==> config.mk <==
export PLATFORM = sky130hd
export DESIGN_NAME = imem_responder
export DESIGN_NICKNAME = d
export VERILOG_FILES = /design/src/rtl/imem_responder.sv
export SDC_FILE = /design/constraint.sdc
export NUM_CORES = 2
export LEC_CHECK = 0
export BUFFER_PORTS_ARGS = -buffer_cell sky130_fd_sc_hd__buf_4
export CORE_MARGIN = 1.5
export CORE_UTILIZATION = 25
export DETAILED_ROUTE_END_ITERATION = 7
export GPL_ROUTABILITY_DRIVEN = 1
export SETUP_SLACK_MARGIN = 0.1
export SYNTH_ARGS = -nofsm -noshare
export SYNTH_HDL_FRONTEND = slang
export SYNTH_SLANG_ARGS = --single-unit
==> constraint.sdc <==
create_clock -name clk -period 2.45 [get_ports clk]
set_input_delay 0.49 -clock clk [delete_from_list [all_inputs] [get_ports clk]]
set_output_delay 0.49 -clock clk [all_outputs]
set_load 0.02 [all_outputs]
==> src/rtl/imem_responder.sv <==
// Instruction memory for the cpu fetch port. Each accepted request is answered after WAIT_CYCLES wait states.
// The answer is a single-cycle valid strobe. A side port writes the program image.
module imem_responder #(
    parameter int          DEPTH       = 64,
    parameter int          ADDR_W      = 6,
    parameter int          WAIT_CYCLES = 2,
    parameter logic [31:0] ERR_WORD    = 32'hFFFF_FFFF
) (
    input  logic              clk,
    input  logic              rst,
    input  logic [31:0]       pc,
    input  logic              req,
    output logic [31:0]       instruction,
    output logic              valid,
    output logic              err,
    output logic              busy,
    input  logic              load_en,
    input  logic [ADDR_W-1:0] load_addr,
    input  logic [31:0]       load_data
);

    typedef enum logic [1:0] {
        S_IDLE,
        S_WAIT,
        S_RESP
    } state_t;

    state_t            state;
    logic [3:0]        cnt;
    logic [ADDR_W-1:0] addr_q;
    logic              fault_q;
    logic [31:0]       mem [DEPTH];

    logic [ADDR_W-1:0] word_now;
    logic              fault_now;

    // The range check uses the full word address, so high pc bits fault instead of wrapping.
    assign word_now  = pc[ADDR_W+1:2];
    assign fault_now = (pc[1:0] != 2'b00) || (pc[31:2] >= 30'(DEPTH));

    // NOTE: memory arrays get no reset; the boot loader writes the image, and a reset would prevent RAM inference.
    always_ff @(posedge clk) begin
        if (load_en) begin
            mem[load_addr] <= load_data;
        end
    end

    always_ff @(posedge clk or negedge rst) begin
        if (!rst) begin
            state       <= S_IDLE;
            cnt         <= '0;
            addr_q      <= '0;
            fault_q     <= 1'b0;
            instruction <= '0;
            valid       <= 1'b0;
            err         <= 1'b0;
            busy        <= 1'b0;
        end else begin
            // NOTE: strobes default low here, so each is high only in the cycle that a branch below raises it.
            valid <= 1'b0;
            err   <= 1'b0;
            case (state)
                S_IDLE: begin
                    if (req && !load_en) begin
                        addr_q  <= word_now;
                        fault_q <= fault_now;
                        cnt     <= 4'(WAIT_CYCLES);
                        busy    <= 1'b1;
                        if (WAIT_CYCLES == 0) begin
                            state       <= S_RESP;
                            valid       <= 1'b1;
                            err         <= fault_now;
                            instruction <= fault_now ? ERR_WORD : mem[word_now];
                        end else begin
                            state <= S_WAIT;
                        end
                    end
                end
                S_WAIT: begin
                    cnt <= cnt - 4'd1;
                    // The read samples the pre-edge memory contents, so a load on this same edge is not yet visible.
                    if (cnt == 4'd1) begin
                        state       <= S_RESP;
                        valid       <= 1'b1;
                        err         <= fault_q;
                        instruction <= fault_q ? ERR_WORD : mem[addr_q];
                    end
                end
                S_RESP: begin
                    state <= S_IDLE;
                    busy  <= 1'b0;
                end
                default: begin
                    state <= S_IDLE;
                    busy  <= 1'b0;
                end
            endcase
        end
    end

endmodule
==> Word level (Yosys, flattened, before mapping) <==
Memories as Yosys holds them, arrays and structs flattened.
Cells that the tools add are included.
{ "op_classes": {"eq_ne": 4, "reduce_logical": 11, "muxes": 14, "order_cmp": 1, "add_sub_neg": 1, "bitwise": 1} }
{ "ops": {"columns": ["op", "count"], "rows": [
  ["$mux 32", 1],
  ["$ge 30x7->1 const B", 1],
  ["$reduce_and 2->1", 5],
  ["$pmux 4 s2", 1],
  ["$mux 1", 7],
  ["$eq 4x1->1 const B", 1],
  ["$mux 2", 2],
  ["$mux 4", 1],
  ["$ne 2x2->1 const B", 2],
  ["$pmux 2 s2", 1],
  ["$reduce_bool 2->1", 2],
  ["$sub 4x1->4 const B", 1],
  ["$eq 2x1->1 const B", 1],
  ["$logic_not 2->1", 1],
  ["$pmux 1 s2", 1],
  ["$logic_and 1x1->1", 1],
  ["$logic_not 1->1", 1],
  ["$logic_or 1x1->1", 1],
  ["$not 1->1", 1]
]} }
{ "totals": {"inputBits": 74, "reg_bits": 48, "n_memories": 1, "elab_cells": 41, "output_inout_bits": 35, "mem_bits_rw": 2048} }
{ "mem_list": {"columns": ["name", "depth", "width", "read_ports", "rd_ports_with_merged_regs", "wr", "line", "source"], "rows": [
  ["mem", 64, 32, 1, 0, 1, "32", "logic [31:0] mem [DEPTH];"]
]} }

==> Longest topological paths before layout <==
{ "logic_depth": {"ltp_word": 4, "mapped_depth": 11, "depth_no_buf": 7} }

==> Worst setup path after synthesis <==
OpenSTA, ideal clock, no wires.
{ "synth_timing": {"kind": "in2reg", "startpoint": "in load_en", "endpoint": "mem mem[48][0], enable pin", "path_slack_ns": -1.284, "path_buffers": 1, "stages": 4, "required_time_ns": 1.989, "setup_ns": 0.461, "arrival_time_ns": 3.273, "cell_sequence": "clkbuf_1 nor2b_1 nand4b_1 nor3_1"} }
{ "synth_between": {"elab_chain_cells": 2} }
{ "synth_lines": {"columns": ["element", "line", "source"], "rows": [
  ["start: declaration", "17", "input logic load_en,"],
  ["$mux 1", "43", "if (load_en) begin"],
  ["$mux 1 (implied by the code)", "44", "mem[load_addr] <= load_data;"],
  ["end: declaration", "32", null]
]} }
No other way between the ends.

==> Final worst setup path <==
{ "layout_timing": {"startpoint": "reg addr_q[0]", "endpoint": "reg instruction[2]"} }
{ "layout_between": {"elab_chain_cells": 2} }
{ "layout_lines": {"columns": ["element", "line", "source"], "rows": [
  ["start: declaration", "30", "logic [ADDR_W-1:0] addr_q;"],
  ["start signal: assignment", "65", "addr_q <= word_now;"],
  ["$mem_v2 64x32", null, null],
  ["$mux 32", "86", "instruction <= fault_q ? ERR_WORD : mem[addr_q];"],
  ["end signal: assignment", "73", "instruction <= fault_now ? ERR_WORD : mem[word_now];"],
  ["end signal: assignment", "86", null],
  ["end: declaration", "13", "output logic [31:0] instruction,"]
]} }
No other way between the ends.
A chain may end at the register's enable or synchronous reset.

==> impl_summary.log <==
INFO  metric status = finished, violations left
INFO  metric violations_in_the_final_reports = setup timing
INFO  metric max_freq = 396 MHz
INFO  metric tritoncts_num_sinks = 2096
INFO  metric mappedNetlistNets = 3810
INFO  metric grt_antenna_before_repair = 24
INFO  metric power.share.sequential = 0.391
INFO  metric worst_slew_pin_slew = roughly 0.8 ns
INFO  metric synth_compound_area_frac = 0.0368
INFO  metric reg2reg_from = addr_q[0]
INFO  metric r2r_slack = -0.08 ns
INFO  metric crit_arrival = 3.25 ns
INFO  metric drt_first_pass_iters = 6
INFO  metric cap_violations = 0
INFO  metric crit_start = addr_q[0]
INFO  metric syn-mean-instance-area = 21.4 sq um
INFO  metric detailed_place.area = roughly 90000 sq um
INFO  metric final_period_minus_worst_setup_slack = between 2 and 3 ns
INFO  metric synth-seq-cells = 2096
INFO  metric timing.hold.worst.start = pc[3]
INFO  metric cp-start-kind = flop
INFO  metric hold_viol_final = 0
INFO  metric avgRoutedWirePerCell = 26.7 um
INFO  metric vias_in_the_first_global_route = ~42k
INFO  metric port_buffers = 108
INFO  metric rows = 207
INFO  metric track_usage = 0.139
INFO  metric area_delta_synth_final = 23.2%
INFO  metric synth-edff-count = around 2k
INFO  metric detail_route.drc_violations = 0
INFO  metric die-width = between 500 and 600 um
INFO  metric synth-xor-area-share = 0
INFO  metric report.final.slew_viol_count = 0
INFO  metric grt_setup_unrepaired = true
INFO  metric die_y = 569 um
INFO  metric yosysWarningCount = 0
INFO  metric power.share.clock = 0.292
INFO  metric fin_crit_sh = 1.03
INFO  metric grt_max_degree = 65
INFO  metric yosys.cell_types.count = 49
INFO  metric worst_skew_pair.late_latency = 0.85 ns
INFO  metric clock_tree.buffer_depth = 3
INFO  metric power.static_leakage = 0.0305 uW
INFO  metric fin_hold_ws = 0.0480 ns
INFO  metric setup_viol = 4
INFO  metric dp_hpwl = 130000 um
INFO  metric mostFrequentLayoutCell = edfxtp_1
INFO  metric nets = 4331
INFO  metric number_of_violations_reported_at_the_end_of_detailed_routing_iteration_0 = 4817
INFO  metric io_pins = 109
INFO  metric drive_above_1_share = 0.328
INFO  metric placeableCoreArea = 318000 sq um
INFO  metric ctsRootBufferMaster = clkbuf_16
INFO  metric synth_simple_gate_area_frac = 0.0199
INFO  metric adder_and_majority_gate_portion_of_the_synthesized_area = 0.000313
INFO  metric worstReg2RegEnd = instruction[2]
INFO  metric power_per_cell_area = 1060 nW/um^2
INFO  metric syn-cell-area = 80100 sq um
INFO  metric muxShareOfSynthArea = 0.144
INFO  metric synthCells = 3734
INFO  metric power.combinational.fraction = 0.317
INFO  metric irDropWorstVdd = 0.904 mV
INFO  metric worstHoldPathType = input pin to flop
INFO  metric postSynth.asyncResetShare = 0.0229
INFO  metric weighted_congestion_reported_at_the_end_of_routability_driven_placement = around 0.8
INFO  metric p_total = 104000 uW
INFO  metric internal_power = 72800 uW
INFO  metric p_sw = 31700 uW
INFO  metric synth_top_family_by_area = multiplexers
INFO  metric commonest_cells_after_routing_fill_and_taps_aside = 2048 x edfxtp_1, 408 x mux4_2, 328 x buf_4, 210 x mux2i_1, 206 x clkbuf_16
INFO  metric global_route.overflow_total = 0
INFO  metric setup_slack = -0.0769 ns
INFO  metric r2r.worst_path.cells = 9
INFO  metric drt.antenna.violating_nets = 0
INFO  metric timing.clock.skew = about 0.05 ns
INFO  metric fillerInstances = 30.2k
INFO  metric numCtsBuffers = 200
INFO  metric end_kind = flop
INFO  metric route.vias.total = 41.6k
INFO  metric sequential_share_of_the_synthesized_area = 0.783
INFO  metric timing.setup.critical_path_class = flop to flop
INFO  metric via_density_per_instance = 4.83
INFO  metric clk_pin_slew = 0.07 ns
INFO  metric final_core_utilization = 0.310
INFO  metric timing.critical_path.fanout_max = 10
INFO  metric critical_path_endpoint = instruction[2]
INFO  metric maxSlewHeadroom = 0.480
INFO  metric swShare = 0.303
INFO  metric worst-endpoint-required = 3.17 ns
INFO  metric wirelength = 230000 um
INFO  metric die_area = 324000 sq um
INFO  metric dominantRegCellSynth = edfxtp_1
INFO  metric grt_first_pass_wirelength = around 320000 um
INFO  metric design_area = ~99000 sq um
INFO  metric cts_max_level = 4
INFO  metric cts_tree = yes
INFO  metric initial_core_utilization = 0.252
==> sequential cells by signal, summed over array words and instances, names as in the netlist <==
signal,count
busy,1
addr_q,6
mem,2048
cnt,4
state,2
instruction,32
valid,1
err,1
fault_q,1
==> per-layer routing <==
layer,track usage,part of all wire,vias to the layer above
met4,0.0464,0.032,8
met1,0.178,0.40,22521
met2,0.239,0.50,1814
met5,0,0.00024,-
met3,0.0234,0.072,386
li1,-,-,16875
==> cell type report <==
| type | instances | area, sq um | area share |
|---|---|---|---|
| Multi-Input combinational cell | 1417 | 17700 | 0.179 |
| Clock buffer | 264 | 5380 | 0.0545 |
| Clock inverter | 110 | 1130 | 0.0115 |
| Inverter | 5 | 20.0 | 0.000203 |
| Antenna cell | 13 | 32.5 | 0.000330 |
| Sequential cell | 2096 | 62700 | 0.636 |
| Tap cell | 4180 | 5230 | 0.0530 |
| Timing Repair Buffer | 535 | 6450 | 0.0654 |
==> metrics by stage <==
| stage | setup TNS [ns] | cells | setup WS [ns] |
|---|---|---|---|
| global route | -0.490 | 8614 | -0.0812 |
| global placement | -5.22 | 8156 | -0.656 |
| floorplan | -63.44 | 3734 | -0.156 |
| detailed placement | -5.12 | 8156 | -0.618 |
| finish | -0.127 | 8620 | -0.0769 |
| CTS | 0 | 8580 | 0.00915 |
==> worst min-delay path by stage <==
stage               cells past startpoint        end  slack [ns]
detailed placement                      1        err        0.37
CTS                                     3  addr_q[1]        0.03
global placement                        1        err        0.36
floorplan                               0  addr_q[0]        0.19
finish                                  3  addr_q[1]        0.05
global route                            3  addr_q[1]        0.03
==> cell families after synthesis <==
| kind of cell | after synthesis |
|---|---|
| flops | 2096 |
| mux | 640 |
| compound gates | 429 |
| simple gates | 346 |
| buf+inv | 221 |
| fa+ha+maj | 2 |
==> power by group through the flow <==
| stage | clock (uW) | combinational (uW) | sequential [uW] |
|---|---|---|---|
| floorplan | 0 | 17700 | 41200 |
| global placement | 0 | 28900 | 41600 |
| detailed placement | 0 | 29000 | 41600 |
| CTS | 31000 | 31600 | 40800 |
| global route | 32300 | 34900 | 40900 |
| finish | 30500 | 33200 | 40800 |
==> critical path, stage by stage, from the launching register on <==
cell and delay [ns]:
dfrtp_4 0.47, buf_12 0.19, buf_12 0.17, buf_12 0.14
mux4_2 0.50, and2_1 0.17, o22ai_1 0.18, a32oi_2 0.22
o22ai_2 0.27, nor2_1 0.07
==> synthesized netlist by cell type (3+ instances only) <==
library cell	number	area, sq um
edfxtp_1	2048	61500
mux4_2	408	9190
mux2i_1	214	2140
o22ai_1	176	1100
nor2_1	126	473
clkbuf_1	103	387
nand2_1	88	330
a22oi_1	66	495
o221ai_1	61	534
dfrtp_1	48	1200
a21oi_1	36	180
buf_4	34	255
buf_2	30	150
buf_6	30	338
nand3_1	29	145
and2_1	25	156
a31oi_1	24	150
mux2_2	18	203
nor3_1	18	90.1
nor4_1	18	113
o21ai_0	18	90.1
buf_1	14	52.6
nor2b_1	11	68.8
a32oi_1	10	87.6
nand2b_1	9	56.3
a2bb2oi_1	8	70.1
o21bai_1	8	60.1
nand3b_1	7	52.6
o311ai_1	6	52.6
a2111oi_0	5	43.8
a211oi_1	5	37.5
inv_1	4	15.0
a211o_1	3	26.3
buf_8	3	45.0
nand4_1	3	18.8
or3_1	3	18.8
==> repair_timing <==
item                       4_1_cts  5_1_grt
hold buffers                    10        0
setup endpoints to repair       32       32
hold endpoints to repair        52        0
gates resized for setup        126      122
setup buffers                   32       24
pin swaps                       31       31
cloned                           8        3
No activity file was read; power rests on OpenSTA's default activity.
